`src/rtl/studio_pkg.sv`:
```
// Studio II memory arbiter: shared defaults, FSM states and grant sources.
package studio_pkg;

  localparam int          STUDIO_ADDR_W    = 12;
  localparam logic [11:0] STUDIO_CART_BASE = 12'h400;
  localparam int          STUDIO_CART_SIZE = 1024;
  localparam int          STUDIO_MAX_WAIT  = 3;

  typedef enum logic [1:0] {
    RUN,
    LOAD,
    FLUSH
  } state_e;

  typedef enum logic [1:0] {
    G_NONE,
    G_DL,
    G_DMA,
    G_CPU
  } grant_e;

endpackage

```
`src/rtl/studio_dl_buffer.sv`:
```
// Cartridge loader staging: one-entry pending write, bound check
// and sticky overflow flag.
module studio_dl_buffer
  import studio_pkg::*;
#(
  parameter int                ADDR_W    = STUDIO_ADDR_W,
  parameter logic [ADDR_W-1:0] CART_BASE = ADDR_W'(STUDIO_CART_BASE),
  parameter int                CART_SIZE = STUDIO_CART_SIZE
) (
  input  logic              clk,
  input  logic              reset,
  input  logic              ioctl_download,
  input  logic              ioctl_wr,
  input  logic [24:0]       ioctl_addr,
  input  logic [7:0]        ioctl_dout,
  input  logic              ovf_clr,
  output logic              pend_valid,
  output logic [ADDR_W-1:0] pend_addr,
  output logic [7:0]        pend_data,
  output logic              overflow
);

  logic              pend_valid_q, pend_valid_d;
  logic [ADDR_W-1:0] pend_addr_q, pend_addr_d;
  logic [7:0]        pend_data_q, pend_data_d;
  logic              ovf_q, ovf_d;
  logic              accept;
  logic              in_range;

  assign accept   = ioctl_download && ioctl_wr;
  assign in_range = ioctl_addr < 25'(CART_SIZE);

  // The pending entry always drains the cycle after it is loaded,
  // so its valid bit simply follows the accepted strobe.
  always_comb begin
    pend_valid_d = accept && in_range;
    pend_addr_d  = pend_addr_q;
    pend_data_d  = pend_data_q;
    if (accept && in_range) begin
      pend_addr_d = CART_BASE + ioctl_addr[ADDR_W-1:0];
      pend_data_d = ioctl_dout;
    end
    ovf_d = ovf_q;
    if (ovf_clr) ovf_d = 1'b0;
    if (accept && !in_range) ovf_d = 1'b1;
  end

  always_ff @(posedge clk) begin
    if (reset) begin
      pend_valid_q <= 1'b0;
      pend_addr_q  <= '0;
      pend_data_q  <= '0;
      ovf_q        <= 1'b0;
    end else begin
      pend_valid_q <= pend_valid_d;
      pend_addr_q  <= pend_addr_d;
      pend_data_q  <= pend_data_d;
      ovf_q        <= ovf_d;
    end
  end

  assign pend_valid = pend_valid_q;
  assign pend_addr  = pend_addr_q;
  assign pend_data  = pend_data_q;
  assign overflow   = ovf_q;

endmodule

```
`src/rtl/studio_mem_arbiter.sv`:
```
// Studio II shared RAM/ROM arbiter: cartridge loader, video DMA
// and CPU with fixed priority and a CPU starvation guard.
module studio_mem_arbiter
  import studio_pkg::*;
#(
  parameter int                ADDR_W    = STUDIO_ADDR_W,
  parameter logic [ADDR_W-1:0] CART_BASE = ADDR_W'(STUDIO_CART_BASE),
  parameter int                CART_SIZE = STUDIO_CART_SIZE,
  parameter int                MAX_WAIT  = STUDIO_MAX_WAIT
) (
  input  logic              clk_sys,
  input  logic              reset,
  input  logic              ioctl_download,
  input  logic              ioctl_wr,
  input  logic [24:0]       ioctl_addr,
  input  logic [7:0]        ioctl_dout,
  input  logic              cpu_req,
  input  logic              cpu_we,
  input  logic [ADDR_W-1:0] cpu_addr,
  input  logic [7:0]        cpu_wdata,
  output logic              cpu_ack,
  output logic              cpu_rvalid,
  output logic [7:0]        cpu_rdata,
  input  logic              dma_req,
  input  logic [ADDR_W-1:0] dma_addr,
  output logic              dma_ack,
  output logic              dma_rvalid,
  output logic [7:0]        dma_rdata,
  output logic [ADDR_W-1:0] mem_addr,
  output logic              mem_we,
  output logic [7:0]        mem_wdata,
  input  logic [7:0]        mem_rdata,
  output logic              dl_busy,
  output logic              dl_overflow
);

  localparam int WAIT_W = $clog2(MAX_WAIT + 1);
  localparam logic [WAIT_W-1:0] WAIT_MAX = WAIT_W'(MAX_WAIT);

  state_e            state_q, state_d;
  grant_e            grant;
  logic [WAIT_W-1:0] wait_q, wait_d;
  logic              cpu_rv_q, cpu_rv_d;
  logic              dma_rv_q, dma_rv_d;
  logic [7:0]        cpu_rd_q, cpu_rd_d;
  logic [7:0]        dma_rd_q, dma_rd_d;
  logic              pend_valid;
  logic [ADDR_W-1:0] pend_addr;
  logic [7:0]        pend_data;
  logic              ovf;
  logic              ovf_clr;

  assign ovf_clr = (state_q == RUN) && ioctl_download;

  studio_dl_buffer #(
    .ADDR_W    (ADDR_W),
    .CART_BASE (CART_BASE),
    .CART_SIZE (CART_SIZE)
  ) u_dl_buffer (
    .clk            (clk_sys),
    .reset          (reset),
    .ioctl_download (ioctl_download),
    .ioctl_wr       (ioctl_wr),
    .ioctl_addr     (ioctl_addr),
    .ioctl_dout     (ioctl_dout),
    .ovf_clr        (ovf_clr),
    .pend_valid     (pend_valid),
    .pend_addr      (pend_addr),
    .pend_data      (pend_data),
    .overflow       (ovf)
  );

  always_comb begin
    state_d = state_q;
    unique case (state_q)
      RUN:     if (ioctl_download) state_d = LOAD;
      LOAD:    if (!ioctl_download) state_d = FLUSH;
      FLUSH:   state_d = RUN;
      default: state_d = RUN;
    endcase
  end

  // Grants are masked during reset so every output reads zero.
  always_comb begin
    grant = G_NONE;
    if (reset) begin
      grant = G_NONE;
    end else if (pend_valid) begin
      grant = G_DL;
    end else if (state_q != RUN) begin
      if (dma_req) grant = G_DMA;
    end else if (cpu_req && dma_req && wait_q == WAIT_MAX) begin
      grant = G_CPU;
    end else if (dma_req) begin
      grant = G_DMA;
    end else if (cpu_req) begin
      grant = G_CPU;
    end
  end

  always_comb begin
    mem_addr  = '0;
    mem_we    = 1'b0;
    mem_wdata = '0;
    unique case (grant)
      G_DL: begin
        mem_addr  = pend_addr;
        mem_we    = 1'b1;
        mem_wdata = pend_data;
      end
      G_DMA: mem_addr = dma_addr;
      G_CPU: begin
        mem_addr  = cpu_addr;
        mem_we    = cpu_we;
        mem_wdata = cpu_we ? cpu_wdata : 8'h00;
      end
      default: ;
    endcase
  end

  assign cpu_ack = (grant == G_CPU);
  assign dma_ack = (grant == G_DMA);

  always_comb begin
    cpu_rv_d = cpu_ack && !cpu_we;
    dma_rv_d = dma_ack;
    cpu_rd_d = cpu_rv_q ? mem_rdata : cpu_rd_q;
    dma_rd_d = dma_rv_q ? mem_rdata : dma_rd_q;
    wait_d   = wait_q;
    if (!cpu_req || cpu_ack) begin
      wait_d = '0;
    end else if (state_q == RUN && wait_q != WAIT_MAX) begin
      wait_d = wait_q + 1'b1;
    end
  end

  always_ff @(posedge clk_sys) begin
    if (reset) begin
      state_q  <= RUN;
      wait_q   <= '0;
      cpu_rv_q <= 1'b0;
      dma_rv_q <= 1'b0;
      cpu_rd_q <= '0;
      dma_rd_q <= '0;
    end else begin
      state_q  <= state_d;
      wait_q   <= wait_d;
      cpu_rv_q <= cpu_rv_d;
      dma_rv_q <= dma_rv_d;
      cpu_rd_q <= cpu_rd_d;
      dma_rd_q <= dma_rd_d;
    end
  end

  assign cpu_rvalid  = cpu_rv_q && !reset;
  assign dma_rvalid  = dma_rv_q && !reset;
  assign cpu_rdata   = reset ? 8'h00 : (cpu_rv_q ? mem_rdata : cpu_rd_q);
  assign dma_rdata   = reset ? 8'h00 : (dma_rv_q ? mem_rdata : dma_rd_q);
  assign dl_busy     = (state_q != RUN) && !reset;
  assign dl_overflow = ovf && !reset;

endmodule
```
`config.mk`:
```
export PLATFORM = sky130hd
export DESIGN_NAME = studio_mem_arbiter
export DESIGN_NICKNAME = d
export VERILOG_FILES = /design/src/rtl/studio_pkg.sv /design/src/rtl/studio_dl_buffer.sv /design/src/rtl/studio_mem_arbiter.sv
export SDC_FILE = /design/constraint.sdc
export NUM_CORES = 1
export LEC_CHECK = 0
export ABC_AREA = 1
export CAP_MARGIN = 30
export CORE_ASPECT_RATIO = 1.1
export CORE_MARGIN = 1.5
export CORE_UTILIZATION = 33
export CTS_CLUSTER_DIAMETER = 150
export DETAILED_ROUTE_END_ITERATION = 8
export DONT_BUFFER_PORTS = 1
export PLACE_DENSITY = 0.45
export REMOVE_ABC_BUFFERS = 1
export SETUP_SLACK_MARGIN = 0.3
export SYNTH_ARGS = -nofsm -noshare
export SYNTH_HDL_FRONTEND = slang
export SYNTH_SLANG_ARGS = --single-unit
```
`constraint.sdc`:
```
create_clock -name clk_sys -period 1.7 [get_ports clk_sys]
set_clock_uncertainty 0.1 [all_clocks]
set_input_delay 0.34 -clock clk_sys [delete_from_list [all_inputs] [get_ports clk_sys]]
set_output_delay 0.34 -clock clk_sys [all_outputs]
set_load 0.01 [all_outputs]
```
==> run_results.csv <==
group,metric,value,unit
worst_hold_path,hold_end,"u_dl_buffer.pend_data[3]$_SDFFE_PP0P_",
worst_hold_path,hold_depth,2,
grt,grt-ovfl-total,0,
setup_path,rrSetupSlack,250,ps
die,die_x,82.0,µm
placement,place_area,2430,µm²
pwr,pwr-share-comb,16.6,%
die,rows,31,
setup_path,worst_setup_path_start_kind,"flip-flop",
logic_synthesis,synthSimpleGateAreaFrac,42.1,%
worst_hold_path,hold_start,"ioctl_dout[3]",
route,drc,0,
logic_synthesis,synth_top_family_by_area,"simple AND/OR/NAND/NOR gates",
cts,cts_buffers,5,
pwr,pwr-share-clk,36.0,%
logic_synthesis,yosysTopAreaCell,"dfxtp_1",
sta,worst_slack,-258,ps
cts,cts_buffer_depth,2,
setup_path,endpoint_kind,"output port",
grt,antenna_found_initial,0,
logic_synthesis,ys_seq_elements,44,
die,die-area,7370,µm²
setup_path,ff2ff_path_depth,8,
sta,timing.fmax,0.511,GHz
logic_synthesis,ys_seq_area_share,38.9,%
logic_synthesis,synth_compound_area_share,7.56,%
die,pin_count,123,
cells_and_area,final_common_cell,"nand2_1",
route,num_vias,2156,
route,antenna_left,0,
sta,timing.final.crit_share,115,%
sta,rsz0062_at_grt,"true",
logic_synthesis,syn_inst,348,
die,start_util,34.2,%
route,firstDrtPassIters,4,
placement,place_congestion,0.769,
pwr,ir_drop,299,µV
cts,cts-htree-levels,2,
die,die_height,89.9,µm
logic_synthesis,synth.area.mux_share,0,%
logic_synthesis,synthXorXnorAreaFrac,0.387,%
logic_synthesis,synthAdderAreaFrac,0.552,%
placement,hpwl,3940,µm
setup_path,timing.rr.start,"state_q[0]$_SDFFE_PP0P_",
worst_hold_path,worstHoldPathType,"in2reg",
cells_and_area,final_cell_mix,"nand2_1 (79), nor2_1 (51), dfxtp_1 (38)",
setup_path,r2r_end,"wait_q[0]$_SDFFE_PP0P_",
cells_and_area,final_nets,447,
logic_synthesis,ys.warnings.count,0,
die,core_region_area,6630,µm²
grt,grtUsageTotal,15.6,%
cts,cts_tree,"yes",
cells_and_area,post-route-util,49.8,%
sta,maxSlewHeadroom,72.5,%
pwr,leakagePower,1.41,nW
sta,tightest_slew,413,ps
pwr,p_int,1.65,mW
sta,setup_viol,23,
cells_and_area,n_antenna_cell,0,
pwr,seqPwrFrac,47.4,%
setup_path,crit_required,1260,ps
logic_synthesis,synth_cell_types,24,
pwr,powerDensity,687,nW/µm²
cts,cts_num_sinks,44,
cts,cts-root-buf,"clkbuf_8",
sta,finalCriticalPeriod,1960,ps
setup_path,worstPathArrival,1520,ps
sta,drv_slew,0,
sta,final_hold_viol_count,0,
cells_and_area,fill_cells,658,
grt,grt_max_degree,42,
grt,grt_first_pass_wirelength,9100,µm
placement,io_buffer_count,0,
logic_synthesis,syn-mean-instance-area,6.51,µm²
route,drt-initial-drc-count,46,
cts,clk_pin_slew,90,ps
logic_synthesis,synthTopCellsByArea,"dfxtp_1 (39%), nor2_1 (14%), nand2_1 (14%)",
pwr,switching_share,27.1,%
route,via_per_inst,4.80,
logic_synthesis,synth_top_area_share,38.9,%
route,routedWlPerCell,13.3,µm
outcome,violations,"setup timing",
cells_and_area,final_area,3300,µm²
cells_and_area,area_growth,45.7,%
cells_and_area,layout-drive-gt1-share,34.3,%
logic_synthesis,syn-cell-area,2270,µm²
cts,worstSkewPairLatency,290,ps
route,drt_wl_total,5980,µm
outcome,run_status,"finished with violations",
grt,grt_pass1_vias,1959,
setup_path,path_max_fanout,16,
job,maxCapViolCount,0,
pwr,switchingPower,0.616,mW
setup_path,crit_type,"reg2out",
cells by family (layout without fill, tap and decap cells):
family / count (synthesis) / after routing
buf+inv: 57 / 76
simple gates: 219 / 219
fa+ha+maj: 1 / 1
xor+xnor: 1 / 1
compound gates: 26 / 26
flops: 44 / 44
worst max-delay path, cell delays in order, from the launching register on:
cell and delay [ps]:
dfxtp_2 340, nor2_4 130, nand2_4 80, a21oi_4 180
buf_6 140, buf_12 130, nand4_1 120, nand3_2 110
sequential cells by signal, indices dropped and copies added, names as in the netlist:
name	cells
state_q	2
dma_rv_q	1
cpu_rv_q	1
wait_q	2
u_dl_buffer.pend_addr	12
u_dl_buffer.pend_data	8
cpu_rd_q	8
u_dl_buffer.overflow	1
u_dl_buffer.pend_valid	1
dma_rd_q	8
layer usage:
layer	GRT usage, %	routed length (µm)	vias up
met5	0	0	-
met4	4.66	82	0
met3	4.06	371	7
met2	25.8	2860	74
met1	19.4	2660	942
li1	-	-	1133
power groups by stage:
stage,registers (mW),clock network (mW),logic (mW)
2_1_floorplan,1.09,0,0.158
3_3_place_gp,1.09,0,0.235
3_5_place_dp,1.09,0,0.238
4_1_cts,1.07,0.860,0.340
5_1_grt,1.08,0.896,0.410
6_report,1.07,0.817,0.377
worst max path at each step:
stage,startpoint,end,cells after the start,slack (ps)
CTS,state_q[1]$_SDFFE_PP0P_,mem_addr[3],7,-300
global route,state_q[0]$_SDFFE_PP0P_,mem_addr[6],7,-360
floorplan,reset,mem_we,5,-760
detailed placement,wait_q[0]$_SDFFE_PP0P_,mem_we,8,30
finish,state_q[0]$_SDFFE_PP0P_,mem_addr[2],7,-260
global placement,wait_q[0]$_SDFFE_PP0P_,mem_addr[6],7,50
per-stage QoR:
| stage | instances | hold WS [ps] | TNS (ps) | setup slack [ps] | power (mW) |
|---|---|---|---|---|---|
| after detailed placement | 428 | 315 | 0 | 26.0 | 1.33 |
| after global routing | 449 | 61.7 | -7260 | -363 | 2.38 |
| after floorplan | 330 | 309 | -16500 | -757 | 1.25 |
| after global placement | 428 | 312 | 0 | 53.6 | 1.33 |
| after CTS | 445 | 55.1 | -6570 | -304 | 2.27 |
| final | 449 | 71.9 | -5290 | -258 | 2.27 |
Yosys cell counts (all sizes together):
master,number
nor2,91
nand4,26
o21ai,24
ha,1
dfxtp,44
xor2,1
a21oi,2
clkinv,3
clkbuf,9
nand3,16
nor3,2
buf,9
nand2,84
inv,36
final cells by class:
class / count / area [µm²] / share of cell area [%]
clock inverter: 3 / 46.3 / 1.40
multi-input combinational: 247 / 1640 / 49.7
sequential: 44 / 891 / 27.0
clock buffer: 5 / 68.8 / 2.08
tap: 82 / 103 / 3.11
timing repair inverter: 2 / 32.5 / 0.986
timing repair buffer: 27 / 337 / 10.2
inverter: 39 / 184 / 5.57
what timing repair did:
| action | in CTS | in global routing |
|---|---|---|
| hold buffers | 2 | 0 |
| gates resized for setup | 117 | 49 |
| gates cloned | 2 | 1 |
| pin swaps | 42 | 33 |
| endpoints found under the hold margin | 6 | 0 |
| setup endpoints to repair | 42 | 46 |
| setup buffers | 5 | 3 |
No activity file was read; power rests on OpenSTA's default activity.
